--- config.mk ---
export PLATFORM = sky130hd
export DESIGN_NAME = game_flow_ctrl
export DESIGN_NICKNAME = d
export VERILOG_FILES = /design/src/rtl/game_pkg.sv /design/src/rtl/game_frame_timer.sv /design/src/rtl/game_flow_ctrl.sv
export SDC_FILE = /design/constraint.sdc
export NUM_CORES = 1
export LEC_CHECK = 0
export BUFFER_PORTS_ARGS = -buffer_cell sky130_fd_sc_hd__clkbuf_2
export CAP_MARGIN = 15
export CORE_MARGIN = 4
export CORE_UTILIZATION = 30
export DETAILED_ROUTE_END_ITERATION = 10
export SYNTH_ARGS = -nofsm -noshare
export SYNTH_HDL_FRONTEND = slang
export SYNTH_SLANG_ARGS = --single-unit
--- constraint.sdc ---
create_clock -name clk -period 5.25 [get_ports clk]
set_input_delay 0.7875 -clock clk [delete_from_list [all_inputs] [get_ports clk]]
set_output_delay 0.7875 -clock clk [all_outputs]
set_load 0.05 [all_outputs]
--- src/rtl/game_pkg.sv ---
// Shared types and constants for the obstacle game sequencer.
//
// Contents:
//   NUM_SHAPES_DEF  default number of obstacle shapes. The obstacle datapath
//                   uses the same value.
//   LEVEL_W         level width for the default shape count.
//   LIVES_W         width of the lives counter.
//   game_state_t    sequencer state encoding.
//
// Configuration macro: GAME_PAUSE_EN. When it is defined, the encoding gains
// the ST_PAUSED state. When it is undefined, ST_PAUSED does not exist.
package game_pkg;

  localparam int NUM_SHAPES_DEF = 4;
  localparam int LEVEL_W        = $clog2(NUM_SHAPES_DEF);
  localparam int LIVES_W        = 3;

  typedef enum logic [2:0] {
    ST_IDLE       = 3'd0,
    ST_PLAY       = 3'd1,
    ST_HIT_FREEZE = 3'd2,
    ST_LEVEL_UP   = 3'd3,
    ST_GAME_OVER  = 3'd4
`ifdef GAME_PAUSE_EN
    , ST_PAUSED   = 3'd5
`endif
  } game_state_t;

endpackage

--- src/rtl/game_frame_timer.sv ---
// Loadable down-counter that advances on frame ticks. The sequencer uses it
// for both the hit-freeze wait and the level-up banner wait.
//
// Ports:
//   clk, reset  system clock and synchronous active-high reset
//   load        loads load_val. A tick in the same cycle is not counted.
//   load_val    number of frame ticks to wait (>=1)
//   en          counting is allowed (the owner is in a timed phase)
//   tick        one-cycle frame pulse
//   done        one-cycle pulse on the tick that brings the count to zero
module game_frame_timer #(
  parameter int CNT_W = 7
) (
  input  logic             clk,
  input  logic             reset,
  input  logic             load,
  input  logic [CNT_W-1:0] load_val,
  input  logic             en,
  input  logic             tick,
  output logic             done
);

  logic [CNT_W-1:0] cnt_r;

  // Remaining-tick counter: a load wins over a tick, and the counter stops at zero.
  always_ff @(posedge clk) begin
    if (reset) begin
      cnt_r <= {CNT_W{1'b0}};
    end else if (load) begin
      cnt_r <= load_val;
    end else if (en && tick && (cnt_r != {CNT_W{1'b0}})) begin
      cnt_r <= cnt_r - CNT_W'(1);
    end else begin
      cnt_r <= cnt_r;
    end
  end

  // done is combinational so the owner leaves on the very tick that empties the count.
  assign done = en && tick && !load && (cnt_r == CNT_W'(1));

endmodule

--- src/rtl/game_flow_ctrl.sv ---
// Top-level game sequencer: idle, play, hit-freeze, level-up banner and
// game-over phases. It tracks lives, score and level, and drives the obstacle
// datapath with the shape mask, the speed and an obstacle restart pulse.
//
// Ports:
//   clk, reset   system clock and synchronous active-high reset
//   frame_tick   one pulse per video frame. It paces the freeze and banner waits.
//   start_btn    press pulse. It starts a game from idle and leaves game-over.
//   obj_wrap     an obstacle has been passed
//   hit          the player collided with an obstacle
//   pause_btn    toggles pause during play (only with GAME_PAUSE_EN)
//   level        current level, 0-based
//   shape_en     thermometer mask of active shapes
//   speed        obstacle speed, equal to level+1
//   lives        remaining lives
//   score        count of passed obstacles, saturating
//   obj_rst      one-cycle pulse on every fresh entry into play
//   game_over    high while in the game-over phase
//   banner       high while the level-up banner is shown
//
// Configuration macro: GAME_PAUSE_EN adds the PAUSED state. Without it,
// pause_btn is unused.
module game_flow_ctrl
  import game_pkg::*;
#(
  parameter int NUM_SHAPES      = NUM_SHAPES_DEF,
  parameter int WRAPS_PER_LEVEL = 3,
  parameter int START_LIVES     = 3,
  parameter int FREEZE_FRAMES   = 60,
  parameter int BANNER_FRAMES   = 90,
  parameter int SCORE_W         = 10
) (
  input  logic                          clk,
  input  logic                          reset,
  input  logic                          frame_tick,
  input  logic                          start_btn,
  input  logic                          obj_wrap,
  input  logic                          hit,
  input  logic                          pause_btn,
  output logic [$clog2(NUM_SHAPES)-1:0] level,
  output logic [NUM_SHAPES-1:0]         shape_en,
  output logic [2:0]                    speed,
  output logic [2:0]                    lives,
  output logic [SCORE_W-1:0]            score,
  output logic                          obj_rst,
  output logic                          game_over,
  output logic                          banner
);

  localparam int LW = $clog2(NUM_SHAPES);
  localparam int WW = (WRAPS_PER_LEVEL > 1) ? $clog2(WRAPS_PER_LEVEL) : 1;
  localparam int TW = $clog2(((FREEZE_FRAMES > BANNER_FRAMES) ? FREEZE_FRAMES : BANNER_FRAMES) + 1);

  localparam logic [LW-1:0]      LEVEL_MAX   = LW'(NUM_SHAPES - 1);
  localparam logic [WW-1:0]      WRAP_LAST   = WW'(WRAPS_PER_LEVEL - 1);
  localparam logic [TW-1:0]      FREEZE_LOAD = TW'(FREEZE_FRAMES);
  localparam logic [TW-1:0]      BANNER_LOAD = TW'(BANNER_FRAMES);
  localparam logic [LIVES_W-1:0] LIVES_INIT  = LIVES_W'(START_LIVES);
  localparam logic [SCORE_W-1:0] SCORE_MAX   = {SCORE_W{1'b1}};

  game_state_t        state_r, state_nx;
  logic [LW-1:0]      level_r, level_nx;
  logic [LIVES_W-1:0] lives_r, lives_nx;
  logic [SCORE_W-1:0] score_r, score_nx;
  logic [WW-1:0]      wrap_r, wrap_nx;

  logic               tmr_load, tmr_en, tmr_done;
  logic [TW-1:0]      tmr_val;

  logic [NUM_SHAPES-1:0] shape_en_nx;
  logic [2:0]            speed_nx;
  logic                  obj_rst_nx, game_over_nx, banner_nx, shape_act;

  // Builds a thermometer mask with bits 0..lvl set.
  function automatic logic [NUM_SHAPES-1:0] therm(input logic [LW-1:0] lvl);
    logic [NUM_SHAPES-1:0] m;
    m = {NUM_SHAPES{1'b0}};
    for (int i = 0; i < NUM_SHAPES; i++) begin
      m[i] = (i <= int'(lvl));
    end
    return m;
  endfunction

  assign tmr_en = (state_r == ST_HIT_FREEZE) || (state_r == ST_LEVEL_UP);

  game_frame_timer #(
    .CNT_W (TW)
  ) u_timer (
    .clk      (clk),
    .reset    (reset),
    .load     (tmr_load),
    .load_val (tmr_val),
    .en       (tmr_en),
    .tick     (frame_tick),
    .done     (tmr_done)
  );

`ifndef GAME_PAUSE_EN
  logic unused_pause;
  assign unused_pause = pause_btn;
`endif

  // State register plus registered copies of every output.
  always_ff @(posedge clk) begin
    if (reset) begin
      state_r   <= ST_IDLE;
      level_r   <= {LW{1'b0}};
      lives_r   <= {LIVES_W{1'b0}};
      score_r   <= {SCORE_W{1'b0}};
      wrap_r    <= {WW{1'b0}};
      shape_en  <= {NUM_SHAPES{1'b0}};
      speed     <= 3'd1;
      obj_rst   <= 1'b0;
      game_over <= 1'b0;
      banner    <= 1'b0;
    end else begin
      state_r   <= state_nx;
      level_r   <= level_nx;
      lives_r   <= lives_nx;
      score_r   <= score_nx;
      wrap_r    <= wrap_nx;
      shape_en  <= shape_en_nx;
      speed     <= speed_nx;
      obj_rst   <= obj_rst_nx;
      game_over <= game_over_nx;
      banner    <= banner_nx;
    end
  end

  // Next state and counter updates. In play, a hit takes priority over a wrap in the same cycle.
  always_comb begin
    state_nx = state_r;
    level_nx = level_r;
    lives_nx = lives_r;
    score_nx = score_r;
    wrap_nx  = wrap_r;
    tmr_load = 1'b0;
    tmr_val  = {TW{1'b0}};
    case (state_r)
      ST_IDLE: begin
        if (start_btn) begin
          state_nx = ST_PLAY;
          lives_nx = LIVES_INIT;
          score_nx = {SCORE_W{1'b0}};
          level_nx = {LW{1'b0}};
          wrap_nx  = {WW{1'b0}};
        end else begin
          state_nx = ST_IDLE;
        end
      end
      ST_PLAY: begin
        if (hit) begin
          lives_nx = lives_r - LIVES_W'(1);
          wrap_nx  = {WW{1'b0}};
          if (lives_r == LIVES_W'(1)) begin
            state_nx = ST_GAME_OVER;
          end else begin
            state_nx = ST_HIT_FREEZE;
            tmr_load = 1'b1;
            tmr_val  = FREEZE_LOAD;
          end
        end else if (obj_wrap) begin
          if (score_r != SCORE_MAX) begin
            score_nx = score_r + SCORE_W'(1);
          end else begin
            score_nx = score_r;
          end
          if (wrap_r != WRAP_LAST) begin
            wrap_nx = wrap_r + WW'(1);
          end else begin
            wrap_nx = {WW{1'b0}};
            // At the top level the wrap count keeps cycling, but no banner is shown.
            if (level_r < LEVEL_MAX) begin
              level_nx = level_r + LW'(1);
              state_nx = ST_LEVEL_UP;
              tmr_load = 1'b1;
              tmr_val  = BANNER_LOAD;
            end else begin
              state_nx = ST_PLAY;
            end
          end
`ifdef GAME_PAUSE_EN
        end else if (pause_btn) begin
          state_nx = ST_PAUSED;
`endif
        end else begin
          state_nx = ST_PLAY;
        end
      end
      ST_HIT_FREEZE, ST_LEVEL_UP: begin
        if (tmr_done) begin
          state_nx = ST_PLAY;
        end else begin
          state_nx = state_r;
        end
      end
      ST_GAME_OVER: begin
        // Score and level remain visible until the player acknowledges with start.
        if (start_btn) begin
          state_nx = ST_IDLE;
          score_nx = {SCORE_W{1'b0}};
          level_nx = {LW{1'b0}};
          wrap_nx  = {WW{1'b0}};
        end else begin
          state_nx = ST_GAME_OVER;
        end
      end
`ifdef GAME_PAUSE_EN
      ST_PAUSED: begin
        if (pause_btn) begin
          state_nx = ST_PLAY;
        end else begin
          state_nx = ST_PAUSED;
        end
      end
`endif
      default: begin
        state_nx = ST_IDLE;
        level_nx = {LW{1'b0}};
        lives_nx = {LIVES_W{1'b0}};
        score_nx = {SCORE_W{1'b0}};
        wrap_nx  = {WW{1'b0}};
      end
    endcase
  end

  // Output values for the next cycle, derived from the next state so that they line up with it.
  always_comb begin
    shape_act = (state_nx == ST_PLAY) || (state_nx == ST_HIT_FREEZE);
`ifdef GAME_PAUSE_EN
    shape_act = shape_act || (state_nx == ST_PAUSED);
    obj_rst_nx = (state_nx == ST_PLAY) && (state_r != ST_PLAY) && (state_r != ST_PAUSED);
`else
    obj_rst_nx = (state_nx == ST_PLAY) && (state_r != ST_PLAY);
`endif
    if (shape_act) begin
      shape_en_nx = therm(level_nx);
    end else begin
      shape_en_nx = {NUM_SHAPES{1'b0}};
    end
    speed_nx     = 3'(level_nx) + 3'd1;
    game_over_nx = (state_nx == ST_GAME_OVER);
    banner_nx    = (state_nx == ST_LEVEL_UP);
  end

  assign level = level_r;
  assign lives = lives_r;
  assign score = score_r;

endmodule

==> run metrics, run 1 <==
outcome=completed; R2R cell count=5; Switch Pwr=0.1846 mW; Leak Pwr=0.8937 nW; WHS=0.4773 ns; Storage cell area=740.7 um^2; final net count=263; RSZ-0062 raised after global routing=false; syn_nets=236; CP arrival=2.54 ns; Max VDD drop=140.8 uV; Ports=32; vias=1650; detailed placement HPWL=3044 um; Gate power share=14.3%; number of fillers in the final layout=661; initial core utilization=30.70%; CP Max Fanout=8; Worst-path clk slew=0.08 ns; diode count=0; clock latency at the later pin of the worst-skew pair=0.29 ns; layout cell share with drive strength beyond 1=18.07%; most instantiated cells after synthesis=dfxtp_1 (37), nand2b_1 (15), nand2_1 (14), nor2_1 (13), inv_1 (10); Max Clock Skew=0.004788 ns; Max clock buf depth=2; MaxCap Viol Count=0; Cell variety after synth=50; initial antenna violation count=0; CTS sink cnt=37; count leader, synth=dfxtp_1; Max Slew Vio Count=0; top cell type's share of synthesized area=38.22%; Reg power frac=43.3%; WHS Endpoint=wrap_r[0]; EDFF count, synth=0; post-synthesis register bit count=37; initial drt markers=116; area delta synth->final=17.56%; H-tree depth=2; Worst Tran Pin Value=0.9711 ns; first-pass GRT wire length=7265 um; cts bufs inserted=5; Synth area leader=dfxtp_1; crit end category=flop; TritonCTS clock tree=done; Buffers on Ports=30; antenna-violating nets left=0; Async SR Flop Fraction=0%; Syn Area/Cell=8.770 um^2; Cell Pwr Density=305.8 nW/um^2; fmax=0.4256 GHz; sequential share of the synthesized area=38.22%; DR pass1 iterations=4; clock share of power=42.4%; R2R Path End=score[8]; aggregate global-route resource usage=11.56%; top_reg_cell synth=dfxtp_1; number of vias per cell=5.061; Post-Route WL=4217 um; drt drc=0; Placer Congestion=0.7475; largest net degree at the start of global routing=35; final critical-path share of the clock period=44.75%; final core utilization=36.09%; # setup viols final=0; minimum clock period=2.349 ns; area occupied by multi-input gates=1112 um^2; largest cells by area after synthesis=dfxtp_1 (38%), ha_1 (5.2%), nand2b_1 (4.8%); core area=6314 um^2; Setup Buffers After CTS=0; worst min-delay path class=flop to flop; Die W=88.38 um; vias in the first global route=1559; Rel. slew slack=34.71%; hold path startpoint=wrap_r[0]; Post-CTS Resized=0; root buffer cell=clkbuf_8; setup slack, reg-to-reg=2.95 ns; cell internal pwr=0.5122 mW; die span in y=88.38 um; final hold violation count=0; switching portion of total power=26.49%; WS Path Type=input pin to flop; Mapped Area=1938 um^2; die area=7810 um^2; Req. time, crit path=5.44 ns; Synthesis Warnings=0; Synth Instances=221; hold_buf cts=0; setup TNS=0 ns; row cnt=29; Worst setup SP type=input pin; Worst Hold Depth=1; wire per inst=12.94 um; R2R Path Start=score[0]; gr ovfl total=0
## critical path: stages
cell	delay, ns
clkbuf_2	0.15
nor4bb_1	0.54
a31oi_1	0.16
o211ai_1	0.35
inv_1	0.08
ha_1	0.19
nor2b_1	0.13
nor2b_1	0.15
## power groups by stage
stage          Combinational [mW]  Sequential [mW]  Clock (mW)
2_1_floorplan              0.0663            0.320           0
3_3_place_gp               0.0989            0.308           0
3_5_place_dp               0.0998            0.309           0
4_1_cts                     0.100            0.302       0.302
5_1_grt                     0.113            0.304       0.310
6_report                   0.0997            0.302       0.295
## layout by cell type, fill, tap and decap left out, drive strengths merged, types with 2 or more instances in the layout
master   synthesis  routed
a211oi           6       6
a21oi            8       8
a31oi            2       2
and3             2       2
and3b            2       2
bufinv           0       2
clkbuf           6      35
dfxtp           37      37
ha               8       8
inv             10      10
mux2i            7       7
nand2           14      14
nand2b          15      15
nand3            8       8
nand4            3       3
nand4b           4       4
nor2            13      13
nor2b            7       7
nor3             7       7
nor3b            3       3
o2111ai          2       2
o211ai           5       5
o21a             3       3
o21ai            7       7
o22ai            2       2
o2bb2ai          2       2
o311ai           2       2
o31ai            3       3
or3              2       2
or3b             2       2
or4              4       4
xor2             4       4
## stage by stage
step                cells  setup slack [ns]  total power, mW  cell area (um^2)
floorplan             221             2.987           0.3864              1938
global placement      318             2.593           0.4072              2145
detailed placement    318             2.566           0.4084              2145
CTS                   326             2.881           0.7045              2278
global route          326             2.677           0.7269              2278
finish                326             2.901           0.6967              2278
## layer usage
layer  global-route usage [%]  vias to the layer above  wire length, um
met5                        0                        -                0
met2                    19.58                       23             1993
met1                    14.55                      764             1977
li1                         -                      858                -
met4                    3.297                        0               60
met3                    2.886                        5              186
## logic make-up (layout without fill, tap and decap cells)
| family | Yosys count | count (layout) | synth area share (%) |
|---|---|---|---|
| flip-flops | 37 | 37 | 38.22 |
| adder cells (fa/ha/maj) | 8 | 8 | 5.165 |
| multiplexers | 7 | 7 | 3.615 |
| buffers and inverters | 21 | 49 | 4.390 |
| XOR/XNOR | 5 | 5 | 2.259 |
| AO/OA/AOI/OAI | 50 | 50 | 18.34 |
| AND/OR/NAND/NOR | 93 | 93 | 28.02 |
## final cells by class
type,count,area share [%]
clock inverters,3,2.856
flip-flops and latches,37,32.51
inverters,10,1.647
repair buffers,31,6.919
clock buffers,5,3.020
multi-input cells,163,48.82
well taps,77,4.228
## worst max path at each step
stage | to | slack [ns] | start | cells past startpoint
floorplan | score[8] | 2.99 | score[0] | 5
global placement | shape_en[3] | 2.59 | hit | 8
detailed placement | shape_en[3] | 2.57 | hit | 8
CTS | shape_en[3] | 2.88 | hit | 8
global route | score[8] | 2.68 | score[0] | 5
finish | shape_en[3] | 2.90 | hit | 8
## flip-flops by register name, indices dropped and copies added (netlist names)
register	count
state_r	3
game_over	1
banner	1
obj_rst	1
shape_en	4
score	10
speed	3
wrap_r	2
level	2
u_timer.cnt_r	7
lives	3
(Power assumes the default switching activity.)
==> inputs of run 2 (changes only) <==
ABC_AREA = 1   (was unset)
clock period = 2 ns   (was 5.25 ns; I/O delays follow)
==> run metrics, run 2 <==
most frequent cells in the layout=nand2_1 (63), nor2_1 (57), inv_1 (39); count leader, synth=nand2_1; hold_buf cts=0 (unchanged); initial drt markers=68 (-41%); RSZ-0062 raised after global routing=false; CP max stage cell=dfxtp_1; setup slack, reg-to-reg=0.33 ns (-2.62 ns); row cnt=29 (unchanged); outcome=completed; final net count=346 (+32%); die area=8012 um^2 (+2.6%); initial core utilization=31.21% (+0.51 points); MaxCap Viol Count=0 (unchanged); WHS=0.3582 ns (-0.1191 ns); sequential share of the synthesized area=37.16% (-1.1 points); top cell type's share of synthesized area=37.16% (-1.1 points); commonest non-fill, non-tap cell in the layout=nand2_1; vias in the first global route=1806 (+16%); CP Max Fanout=5 (-3); aggregate global-route resource usage=12.13% (+0.57 points); Final Power=1.810 mW (+160%); Max clock buf depth=2 (unchanged); Ports=32 (unchanged); vias=1838 (+11%); die span in y=89.51 um (+1.3%); Worst Tran Pin Value=0.4376 ns (-0.5335 ns); largest net degree at the start of global routing=15 (-57%); # setup viols final=0 (unchanged); Leak Pwr=1.106 nW (+24%); Req. time, crit path=2.22 ns (-3.22 ns); core area=6386 um^2 (+1.1%); TritonCTS clock tree=done; worst-path cell chain=inv_1, nand2_1, nor2_1, nand2_1, o21ai_2, inv_2, nand2_1, o21ai_0, a21oi_1; minimum clock period=1.666 ns; area occupied by multi-input gates=1067 um^2 (-4.1%); Cell variety after synth=31 (-38%); Die W=89.51 um (+1.3%); Post-CTS Resized=0 (unchanged); layout cell share with drive strength beyond 1=16.67% (-1.4 points); Mapped Area=1993 um^2 (+2.8%); H-tree depth=2 (unchanged); max incr delay on CP=0.35 ns (-0.19 ns); Async SR Flop Fraction=0% (unchanged); Syn Area/Cell=6.756 um^2 (-23%); fmax=0.6004 GHz; Max VDD drop=337.7 uV (+140%); CP arrival=1.89 ns (-0.65 ns); EDFF count, synth=0 (unchanged); most used cell, CP=nand2_1; final critical-path share of the clock period=83.28%; top_reg_cell synth=dfxtp_1; Worst setup SP type=flop; most instantiated cells after synthesis=nand2_1 (63), nor2_1 (57), inv_1 (39), dfxtp_1 (37); WS Path Type=flop to flop; post-synthesis register bit count=37 (unchanged); number of vias per cell=4.516 (-11%); detailed placement HPWL=3429 um (+13%); Setup Buffers After CTS=0 (unchanged); Largest register FFs=10 (unchanged); Rel. slew slack=70.82% (+36 points); diode count=0 (unchanged); crit end category=flop; worst min-delay path class=input pin to flop; cts bufs inserted=5 (unchanged); final core utilization=36.09% (about the same); first-pass GRT wire length=7762 um (+6.8%); Synthesis Warnings=0 (unchanged); initial antenna violation count=0 (unchanged); setup TNS=0 ns (unchanged); wire per inst=10.92 um (-16%); drt drc=0 (unchanged); gr ovfl total=0 (unchanged); largest cells by area after synthesis=dfxtp_1 (37%), nand2_1 (12%), nor2_1 (11%); area delta synth->final=15.63%; Worst-path clk slew=0.07 ns (about the same); Synth Instances=295 (+33%); syn_nets=310 (+31%); final hold violation count=0 (unchanged); Max Clock Skew=0.007317 ns (+0.002529 ns); root buffer cell=clkbuf_8; Cell Pwr Density=785.2 nW/um^2 (+160%); Placer Congestion=0.8111 (+8.5%); clock latency at the later pin of the worst-skew pair=0.29 ns (about the same); Synth area leader=dfxtp_1; Buffers on Ports=30 (unchanged); antenna-violating nets left=0 (unchanged); DR pass1 iterations=4 (unchanged); number of fillers in the final layout=707 (+7.0%); Storage cell area=740.7 um^2 (unchanged); Post-Route WL=4446 um (+5.4%); Max Slew Vio Count=0 (unchanged); CTS sink cnt=37 (unchanged)
## run 2: cell count changes after synthesis, sizes merged, moves of 11 or more
| cell | before | now |
|---|---|---|
| nor2 | 13 | 65 |
| nand2 | 14 | 65 |
| a21oi | 8 | 21 |
| nand3 | 8 | 21 |
| nand2b | 15 | 0 |
| o21ai | 7 | 18 |
| inv | 10 | 41 |
## run 2: cells by family after synthesis
group | Yosys count | share of synthesized area (%)
compound gates | 44 | 12.62
simple gates | 157 | 34.15
flops | 37 | 37.16
xor+xnor | 4 | 1.758
fa+ha+maj | 8 | 5.022
buf+inv | 45 | 9.290
## run 2: area by class of cell
cell class / instances / share of cell area, %
clock buffers: 5 / 2.986
clock inverters: 1 / 0.2172
repair buffers: 33 / 7.492
multi-input cells: 213 / 46.31
inverters: 41 / 6.678
well taps: 77 / 4.180
flip-flops and latches: 37 / 32.14
## run 2: worst paths after layout
path                                  startpoint               end  depth (start not counted)
worst min-delay path                         hit         wrap_r[0]                          4
worst min register to register  u_timer.cnt_r[1]  u_timer.cnt_r[1]                          2
worst max-delay path                  state_r[1]  u_timer.cnt_r[5]                          9
worst max register to register        state_r[1]  u_timer.cnt_r[5]                          9
## run 2: routing by layer
layer  track usage, %  wire, um  up-vias
met5                0         0        -
met2            21.17      2075       25
li1                 -         -     1002
met3            3.226       200        5
met4            2.706        31        0
met1            14.90      2139      806
## run 2: where the power goes
part	switching (mW)	internal, mW	total, mW
Combinational	0.348	0.148	0.496
Clock	0.263	0.230	0.493
Sequential	0.0368	0.785	0.821
Total	0.647	1.16	1.81
## run 2: critical path, delay by kind of cell (launching register included)
| family | cells | cell delay [ns] |
|---|---|---|
| buffers and inverters | 2 | 0.19 |
| flip-flops | 1 | 0.35 |
| AO/OA/AOI/OAI | 3 | 0.38 |
| AND/OR/NAND/NOR | 4 | 0.67 |
## run 2: metrics by stage
step,cells,setup WS (ns),instance area [um^2]
after floorplan,295,0.1165,1993
after global placement,401,0.3695,2231
after detailed placement,401,0.3530,2231
after CTS,407,0.3285,2305
after global routing,407,0.1175,2305
final,407,0.3344,2305
==> inputs of run 3 (changes only) <==
clock period = 1.6 ns   (was 2 ns; I/O delays follow)
==> run metrics, run 3 (synthesis results as in run 2) <==
CP arrival=1.69 ns (-0.20 ns); largest net degree at the start of global routing=13 (-2); initial core utilization=31.21% (unchanged); CP max stage cell=dfxtp_2; Die W=89.51 um (unchanged); die area=8012 um^2 (unchanged); Max Slew Vio Count=0 (unchanged); area delta synth->final=29.63%; number of fillers in the final layout=677 (-4.2%); cts bufs inserted=5 (unchanged); Top delay family on crit path=simple AND/OR/NAND/NOR gates; Ports=32 (unchanged); Leak Pwr=1.225 nW (+11%); Worst-path clk slew=0.08 ns (about the same); WS Path Type=flop to flop; RSZ-0062 raised after global routing=true; final core utilization=40.46% (+4.4 points); Post-DP Area=2350 um^2 (+5.3%); vias=1963 (+6.8%); gr ovfl total=0 (unchanged); first-pass GRT wire length=7548 um (-2.8%); Max VDD drop=489.0 uV (+45%); layout cell share with drive strength beyond 1=30.86% (+14 points); max incr delay on CP=0.34 ns (about the same); crit end category=flop; final hold violation count=0 (unchanged); Req. time, crit path=1.80 ns (-0.42 ns); initial drt markers=60 (-12%); Placed Cells=414 (+3.2%); CP Max Fanout=3 (-2); final critical-path share of the clock period=93.16% (+9.9 points); TritonCTS clock tree=done; drt drc=0 (unchanged); worst-path cell chain=inv_1, nor2_1, nand2_2, inv_1, nand2_1, o21ai_2, nor2_1, a21oi_1, ha_1, inv_1, nor2_1; most frequent cells in the layout=nand2_1 (60), nor2_1 (50), inv_1 (37); Max Clock Skew=0.007149 ns (-0.0001684 ns); minimum clock period=1.491 ns (-0.1751 ns); Placer Congestion=0.8128 (+0.21%); Buffers on Ports=30 (unchanged); row cnt=29 (unchanged); aggregate global-route resource usage=12.29% (+0.16 points); final net count=364 (+5.2%); Storage cell area=767.0 um^2 (+3.5%); worst min-delay path class=input pin to flop; Final Instance Area=2584 um^2 (+12%); CTS sink cnt=37 (unchanged); slack of the critical path=0.1094 ns (-0.2249 ns); fmax=0.6709 GHz (+12%); area occupied by multi-input gates=1144 um^2 (+7.2%); CP bufs+invs=3 (+1); core area=6386 um^2 (unchanged); Worst Tran Pin Value=0.3793 ns (-0.05838 ns); DR pass1 iterations=5 (+1); H-tree depth=2 (unchanged); initial antenna violation count=0 (unchanged); Worst setup SP type=flop; Finished Layout Cells=427 (+4.9%); Final Power=2.637 mW (+46%); detailed placement HPWL=3591 um (+4.7%); Rel. slew slack=74.52% (+3.7 points); root buffer cell=clkbuf_8; antenna-violating nets left=0 (unchanged); Cell Pwr Density=1021 nW/um^2 (+30%); wire per inst=11.50 um (+5.3%); commonest non-fill, non-tap cell in the layout=nand2_1; clock latency at the later pin of the worst-skew pair=0.30 ns (about the same); # setup viols final=0 (unchanged); die span in y=89.51 um (unchanged); outcome=completed; Largest register FFs=10 (unchanged); MaxCap Viol Count=0 (unchanged); Max clock buf depth=2 (unchanged); diode count=0 (unchanged); vias in the first global route=1735 (-3.9%); Post-Place Worst Slack=-0.05798 ns (-0.4110 ns); number of vias per cell=4.597 (+1.8%); Post-Route WL=4910 um (+10%)
run 3: cell types whose count changed in the layout (fill, tap and decap cells not counted), sizes merged:
cell,previous run,this run
bufinv,0,1
clkbuf,35,36
inv,41,42
clkinv,1,0
a21oi,21,22
buf,3,20
run 3: power breakdown:
| part | internal [mW] | switching, mW | leakage [nW] |
|---|---|---|---|
| sequential | 0.987 | 0.0503 | 0.308 |
| combinational | 0.251 | 0.477 | 0.855 |
| clock | 0.508 | 0.364 | 0.0617 |
run 3: worst paths after layout:
check	cells past startpoint	slack, ns	startpoint	to
worst max-delay path	11	0.11	wrap_r[1]	speed[1]
worst min-delay path	3	0.29	reset	state_r[1]
worst max register to register	11	0.11	wrap_r[1]	speed[1]
worst min register to register	2	0.50	lives[1]	lives[1]
run 3: per-stage QoR:
step                hold WS (ns)  TNS [ns]
floorplan                 0.4070         0
global placement          0.4674         0
detailed placement        0.4759  -0.05798
CTS                       0.2899         0
global route              0.3043  -0.06325
finish                    0.2894         0
run 3: what timing repair did:
item,4_1_cts,5_1_grt
buffers inserted,0,4
pin swaps,0,6
gates cloned,0,1
endpoints found under the setup margin,1,26
hold buffers,0,0
gates resized for setup,1,28
run 3: worst min-delay path, delay by kind of cell:
family	cells	cell delay, ns
buf+inv	2	0.26
simple gates	1	0.05
run 3: final cells by class:
type | count | area share (%)
sequential | 37 | 29.69
clock inverter | 2 | 1.404
inverter | 41 | 5.956
clock buffer | 6 | 3.196
multi-input combinational | 214 | 44.26
timing repair buffer | 50 | 11.77
tap | 77 | 3.729
run 3: layer usage:
layer | GRT usage, % | share of wire (%)
met1 | 14.65 | 44
met2 | 20.83 | 49
met3 | 4.700 | 5.1
met4 | 2.977 | 1.1
met5 | 0 | 0
